`src/rtl/bm_output_sink.sv`:
```
// Purpose: consume a BondMachine output port, queue accepted values, and show each on the LEDs for a fixed hold time.
// Latency: the received pulse follows the push by 1 cycle; led updates 1 cycle after a pop; each value is held HOLD_CYCLES cycles.
// Backpressure: while the FIFO is full, valid is left unacknowledged (no drop) and the sticky stalled flag is set.
module bm_output_sink #(
    parameter int DATA_W      = 1,
    parameter int DEPTH       = 4,
    parameter int HOLD_CYCLES = 8
) (
    input  logic                     clk,
    input  logic                     reset_signal,
    input  logic [DATA_W-1:0]        bm_o,
    input  logic                     bm_o_valid,
    output logic                     bm_o_received,
    output logic [7:0]               led,
    output logic                     led_valid,
    output logic [$clog2(DEPTH):0]   fifo_count,
    output logic                     stalled
);

    // Pointer index width; pointers carry one extra wrap bit above it.
    localparam int AW = $clog2(DEPTH);
    // Hold counter width; a one-cycle hold still needs a 1-bit counter.
    localparam int CW = (HOLD_CYCLES > 1) ? $clog2(HOLD_CYCLES) : 1;

    localparam logic [AW:0]   PTR_ONE   = {{AW{1'b0}}, 1'b1};
    localparam logic [CW-1:0] HOLD_LAST = CW'(HOLD_CYCLES - 1);
    localparam logic [CW-1:0] CNT_ONE   = {{(CW-1){1'b0}}, 1'b1};

    typedef enum logic {
        CAP_IDLE,
        CAP_ACK
    } cap_state_t;

    typedef enum logic {
        SHOW_IDLE,
        SHOW
    } disp_state_t;

    cap_state_t          cap_state;
    disp_state_t         disp_state;

    logic [DATA_W-1:0]   mem [DEPTH];
    logic [AW:0]         wr_ptr;
    logic [AW:0]         rd_ptr;
    logic [CW-1:0]       hold_cnt;

    logic                full;
    logic                empty;
    logic                push;
    logic                pop;
    logic [7:0]          head_ext;

    // Full/empty come straight from the current pointers, so a pop on the
    // same edge never frees a slot for a push attempted on that edge.
    assign full  = (wr_ptr[AW] != rd_ptr[AW]) && (wr_ptr[AW-1:0] == rd_ptr[AW-1:0]);
    assign empty = (wr_ptr == rd_ptr);

    // Occupancy is the pointer distance; the wrap bit keeps DEPTH distinct from 0.
    assign fifo_count = wr_ptr - rd_ptr;

    // A value is taken only from IDLE; the ACK cycle ignores valid because
    // the processor is still holding the value it just handed over.
    assign push = (cap_state == CAP_IDLE) && bm_o_valid && !full;

    // The display pops when it is idle, or when the current hold window is
    // on its last cycle, so consecutive values show with no gap.
    assign pop = !empty && ((disp_state == SHOW_IDLE) || (hold_cnt == '0));

    // Zero-extend the FIFO head to the LED width.
    always_comb begin
        head_ext = '0;
        head_ext[DATA_W-1:0] = mem[rd_ptr[AW-1:0]];
    end

    // FIFO storage: written on an accepted push, contents need no reset.
    always_ff @(posedge clk) begin
        if (push) begin
            mem[wr_ptr[AW-1:0]] <= bm_o;
        end
    end

    // Capture FSM: accept, acknowledge for one cycle, then look again.
    always_ff @(posedge clk or posedge reset_signal) begin
        if (reset_signal) begin
            cap_state     <= CAP_IDLE;
            bm_o_received <= 1'b0;
            stalled       <= 1'b0;
            wr_ptr        <= '0;
        end else begin
            case (cap_state)
                CAP_IDLE: begin
                    bm_o_received <= 1'b0;
                    if (bm_o_valid) begin
                        if (!full) begin
                            wr_ptr        <= wr_ptr + PTR_ONE;
                            bm_o_received <= 1'b1;
                            cap_state     <= CAP_ACK;
                        end else begin
                            stalled <= 1'b1;
                        end
                    end
                end
                CAP_ACK: begin
                    bm_o_received <= 1'b0;
                    cap_state     <= CAP_IDLE;
                end
                default: begin
                    bm_o_received <= 1'b0;
                    cap_state     <= CAP_IDLE;
                end
            endcase
        end
    end

    // Display FSM: load a value, hold it for HOLD_CYCLES, chain or go idle.
    always_ff @(posedge clk or posedge reset_signal) begin
        if (reset_signal) begin
            disp_state <= SHOW_IDLE;
            led        <= 8'h00;
            led_valid  <= 1'b0;
            hold_cnt   <= '0;
            rd_ptr     <= '0;
        end else begin
            if (pop) begin
                rd_ptr     <= rd_ptr + PTR_ONE;
                led        <= head_ext;
                led_valid  <= 1'b1;
                hold_cnt   <= HOLD_LAST;
                disp_state <= SHOW;
            end else if (disp_state == SHOW) begin
                if (hold_cnt != '0) begin
                    hold_cnt <= hold_cnt - CNT_ONE;
                end else begin
                    // Nothing queued: blank the valid flag but leave the last value on led.
                    led_valid  <= 1'b0;
                    disp_state <= SHOW_IDLE;
                end
            end
        end
    end

endmodule

```
`config.mk`:
```
export PLATFORM = sky130hd
export DESIGN_NAME = bm_output_sink
export DESIGN_NICKNAME = d
export VERILOG_FILES = /design/src/rtl/bm_output_sink.sv
export SDC_FILE = /design/constraint.sdc
export NUM_CORES = 1
export LEC_CHECK = 0
export ABC_AREA = 1
export BUFFER_PORTS_ARGS = -buffer_cell sky130_fd_sc_hd__buf_2
export CAP_MARGIN = 10
export CORE_MARGIN = 3
export CORE_UTILIZATION = 48
export CTS_CLUSTER_DIAMETER = 80
export DETAILED_ROUTE_END_ITERATION = 12
export PLACE_DENSITY_LB_ADDON = 0.3
export SYNTH_ARGS = -nofsm -noshare
export SYNTH_HDL_FRONTEND = slang
export SYNTH_SLANG_ARGS = --single-unit
```
`constraint.sdc`:
```
create_clock -name clk -period 4.1 [get_ports clk]
set_input_delay 0.205 -clock clk [delete_from_list [all_inputs] [get_ports clk]]
set_output_delay 0.205 -clock clk [all_outputs]
set_load 0.02 [all_outputs]
```
Word level (Yosys, flattened, before mapping). Memory sizes are Yosys's and may differ from the RTL's. A register that Yosys moved wholly into a read port is not among the register bits. Cells that the tools add are included.

Bits in latches: 0. Memories: 1. Logic and storage cells: 48. Memory bits (read-only): 0. Bits in writable memories: 4. Bits in registers: 13.

$add $sub $neg: 4. Reduce and logical (&&, ||, !) cells: 15. Eq/ne operators: 4. Shift operators: 0. $mul: 0. Muxes and demuxes: 14. Order comparisons: 0. Bitwise operators: 3. Div/mod/pow operators: 0.

Memory list: mem (depth 4, bits a word 1, read ports 1, clocked after Yosys merged registers in 1, write ports 1, RTL line 42) `logic [DATA_W-1:0] mem [DEPTH];`.

Operators with widths (count): two-way mux 1 bit (10); two-way mux 3 bit (3); adder 3 x 1 -> 3 bit, second input constant (2); AND reduction 3 bit (2); logical AND 1 bit (4); AND reduction 2 bit (2); nonzero test 2 bit (2); equality test 3 bit (1); logical NOT 3 bit (1); inverter 1 bit (3); nonzero test 3 bit (1); subtractor 3 x 1 -> 3 bit, second input constant (1); subtractor 3 bit (1); equality test 2 bit (1); logical NOT 1 bit (2); != test 2 bit, second input constant (1); case mux 1 bit (2 select lines) (1); logical OR 1 bit (1); != test 1 bit (1).

Depth between registers and ports, before layout.
Word-level depth: 6. Gate-level depth with buffers: 9. Depth with buffers taken out: 9.

Worst setup path after synthesis. OpenSTA, ideal clock, no wires.

Path type: flip-flop to output port. Start point: register wr_ptr[0]. End point: output port fifo_count[2]. Arrival time: 1.405 ns. Data required time: 3.895 ns. Cell stages (with the launch flop): 5. Buffers on the path: 0. Path slack: 2.490 ns. Cells stage by stage: dfrtp_1 -> inv_1 -> ha_1 -> fa_1 -> xor2_1.

Cells in the longest elaborated chain, start to end: 1.

RTL lines: from (decl) (RTL line 43) `logic [AW:0] wr_ptr;`; from (signal assigned) (RTL line 95) `wr_ptr <= wr_ptr + PTR_ONE;`; subtractor 3 bit (RTL line 59) `assign fifo_count = wr_ptr - rd_ptr;`; to (decl) (RTL line 16) `output logic [$clog2(DEPTH):0] fifo_count,`.

Every way passes these cells.

Final worst setup path. Same ends and word-level chain as after synthesis.

==> impl_metrics.sql <==
INSERT INTO impl_metrics (metric_group, metric, value, unit) VALUES
('run_status', 'result_of_the_run', 'completed', ''),
('yosys', 'syn-instance-count', '124', ''),
('grt', 'grt_remaining_overflow', '0', ''),
('timing', 'fin_crit', '1.98', 'ns'),
('floorplan', 'dieWidth', '53.0', 'um'),
('placed_design', 'post-dp-hpwl', '1.38', 'mm'),
('detailed_routing', 'firstDrtPassIters', '4', ''),
('cts', 'maximum_count_of_clock_buffers_along_a_single_path', '2', ''),
('floorplan', 'ios', '18', ''),
('yosys', 'syn-cell-area', '1060', 'um^2'),
('cts', 'library_cell_used_as_clock_root_buffer', 'clkbuf_4', ''),
('placed_design', 'pre_cts_ws', '2.42', 'ns'),
('yosys', 'ys.flop_type', 'dfrtp_1', ''),
('min_path', 'timing.hold.worst.class', 'primary input to flop', ''),
('cts', 'post_cts_buffers', '0', ''),
('yosys', 'yosys_warnings', '0', ''),
('placed_design', 'io_buffers', '10', ''),
('pwr', 'power.density_cell_area', '826', 'nW/um^2'),
('pwr', 'leakage', '0.671', 'nW'),
('detailed_routing', 'total_vias_in_the_final_route', '760', ''),
('timing', 'fmaxAchievable', '0.505', 'GHz'),
('worst_setup_path', 'setup.worst_path.class', 'flop to output pin', ''),
('timing', 'layout_worst_path_cycle_share', '48.3', '%'),
('layout', 'final_net_count', '153', ''),
('cts', 'numClockSinks', '18', ''),
('run', 'drv.max_cap_violation_count', '0', ''),
('placed_design', 'globalplace.congestion', '0.854', ''),
('cts', 'cts_resized', '0', ''),
('floorplan', 'die_area', '2810', 'um^2'),
('worst_setup_path', 'cp.arrival', '1.78', 'ns'),
('worst_setup_path', 'end_kind', 'output pin', ''),
('timing', 'totalNegativeSetupSlack', '0', 'ns'),
('cts', 'cts_inserted_buffers', '3', ''),
('pwr', 'worst_vdd_rail_ir_drop', '502', 'uV'),
('detailed_routing', 'avgRoutedWirePerCell', '10.8', 'um'),
('grt', 'antenna_found_initial', '0', ''),
('yosys', 'synth.cells.most_frequent', '36 x nand2_1, 25 x inv_1, 14 x dfrtp_1, 9 x ha_1, 8 x nand3_1', ''),
('grt', 'pin_count_of_the_biggest_net_entering_global_routing', '15', ''),
('detailed_routing', 'ant_nets', '0', ''),
('yosys', 'mapped_avg_cell_area', '8.57', 'um^2'),
('floorplan', 'initial_core_utilization', '52.5', '%'),
('yosys', 'synth_async_sr_flop_share', '77.8', '%'),
('timing', 'finalSetupViolations', '0', ''),
('yosys', 'synth_top_cells_by_area', 'dfrtp_1 33%, nand2_1 13%, edfxtp_1 11%', ''),
('grt', 'grtUsageTotal', '15.2', '%'),
('cts', 'total_of_hold_buffers_inserted_after_clock_tree_synthesis', '1', ''),
('yosys', 'synth-seq-cells', '18', ''),
('floorplan', 'core_area', '2020', 'um^2'),
('yosys', 'proportion_of_netlist_area_held_by_the_largest_area_contributor', '33.0', '%'),
('floorplan', 'die_height', '53.0', 'um'),
('layout', 'area_added_between_synthesis_and_finish', '9.42', '%'),
('timing', 'worst_max_slew_pin_slew', '0.532', 'ns'),
('timing', 'unrepaired_setup_endpoints_after_global_routing', 'false', ''),
('grt', 'via_count_of_the_first_global_routing_pass', '775', ''),
('grt', 'grt_pass1_wl', '3.08', 'mm'),
('floorplan', 'floorplan.rows', '16', ''),
('cts', 'h_tree_lvl_count', '1', ''),
('yosys', 'ys_seq_area_share', '44.3', '%'),
('detailed_routing', 'drc_errors', '0', ''),
('worst_setup_path', 'crit_fanout', '4', ''),
('layout', 'n_antenna_cell', '0', ''),
('detailed_routing', 'wirelength', '1.79', 'mm'),
('worst_setup_path', 'worstPathRequired', '3.89', 'ns'),
('yosys', 'synth_enable_flop_cells', '4', ''),
('yosys', 'synth_area_leader_cell', 'dfrtp_1', ''),
('timing', 'post-route-worst-setup-slack', '2.12', 'ns'),
('yosys', 'yosys.cell_count.top_type', 'nand2_1', ''),
('worst_setup_path', 'cp-start-kind', 'flop', ''),
('cts', 'tritoncts', 'built', ''),
('timing', 'final.setup_skew', '0.00467', 'ns'),
('layout', 'drive_above_1_share', '16.7', '%'),
('detailed_routing', 'vias_per_cell', '4.61', ''),
('yosys', 'synth_cell_type_count', '18', ''),
('cts', 'clkLatencyLatePin', '0.30', 'ns'),
('timing', 'report.final.hold_viol_count', '0', ''),
('timing', 'drv_slew', '0', ''),
('timing', 'timing.max_slew.rel_slack', '64.5', '%'),
('cts', 'cts.clk_slew.worst_paths', '0.10', 'ns'),
('detailed_routing', 'drt_iter0_drc', '10', '');
## kinds of logic after synthesis
| kind of cell | share of synthesized area, % |
|---|---|
| other | 0.353 |
| AO/OA/AOI/OAI | 1.77 |
| flip-flops | 44.3 |
| buffers and inverters | 13.8 |
| XOR/XNOR | 2.47 |
| adder cells (fa/ha/maj) | 12.5 |
| AND/OR/NAND/NOR | 24.9 |
## layer usage
layer	GRT usage (%)	wire length, um	up-vias
met5	0	0	-
li1	-	-	389
met4	7.66	28	0
met1	18.3	828	347
met2	24.8	837	20
met3	3.94	93	4
## per-stage QoR
stage	instances	hold slack, ns	utilization, %	total power [W]	area [um^2]
floorplan	130	0.0942	-	0.000719	1080
global placement	160	0.264	55.2	0.000836	1120
detailed placement	160	0.276	55.2	0.000853	1120
CTS	165	0.115	57.5	0.000966	1160
global route	165	0.129	57.5	0.00106	1160
finish	165	0.120	57.5	0.000960	1160
## report_power, final
part           switching (W)  total (W)  internal, W
Clock              0.0000567   0.000111    0.0000542
Combinational       0.000361   0.000542     0.000182
Sequential         0.0000532   0.000307     0.000253
## sequential cells by signal, indices dropped and copies added, names as in the netlist
name        count
rd_ptr          3
led             1
stalled         1
led_valid       1
hold_cnt        3
mem             4
cap_state       1
wr_ptr          3
disp_state      1
## final cells by class
| type | count | area [um^2] |
|---|---|---|
| clock buffers | 4 | 36.3 |
| fillers | 195 | 860 |
| inverters | 25 | 93.8 |
| repair buffers | 11 | 60.1 |
| well taps | 27 | 33.8 |
| multi-input cells | 80 | 468 |
| flip-flops and latches | 18 | 470 |
## worst paths after layout
kind,from,end,slack [ns],cells after the start
setup reg to reg,wr_ptr[0],mem[2],2.38,7
hold / removal,bm_o,mem[0],0.12,1
hold reg to reg,stalled,stalled,0.49,1
min in group asynchronous,reset_signal,hold_cnt[2],0.47,3
setup / recovery,wr_ptr[0],fifo_count[2],2.12,5
max in group asynchronous,reset_signal,led[0],3.27,3
## cells in the final DEF (no fill, tap or decap)
cell           instances
nand3_1                8
nand4_1                2
nand2_4                3
nor2_1                 3
dfrtp_1               14
clkbuf_4               3
o21ai_0                1
nor2_2                 2
fa_1                   1
buf_2                 10
a31o_2                 1
nand2_2                3
conb_1                 7
nand2_1               36
ha_1                   9
a21oi_1                1
edfxtp_1               4
dlygate4sd3_1          1
inv_1                 25
clkbuf_8               1
xor2_1                 3
## critical path, stage by stage (launching register included)
cell and delay (ns):
dfrtp_1 0.41, inv_1 0.12, ha_1 0.22, fa_1 0.38
xor2_1 0.17, buf_2 0.18
(Power assumes the default switching activity.)
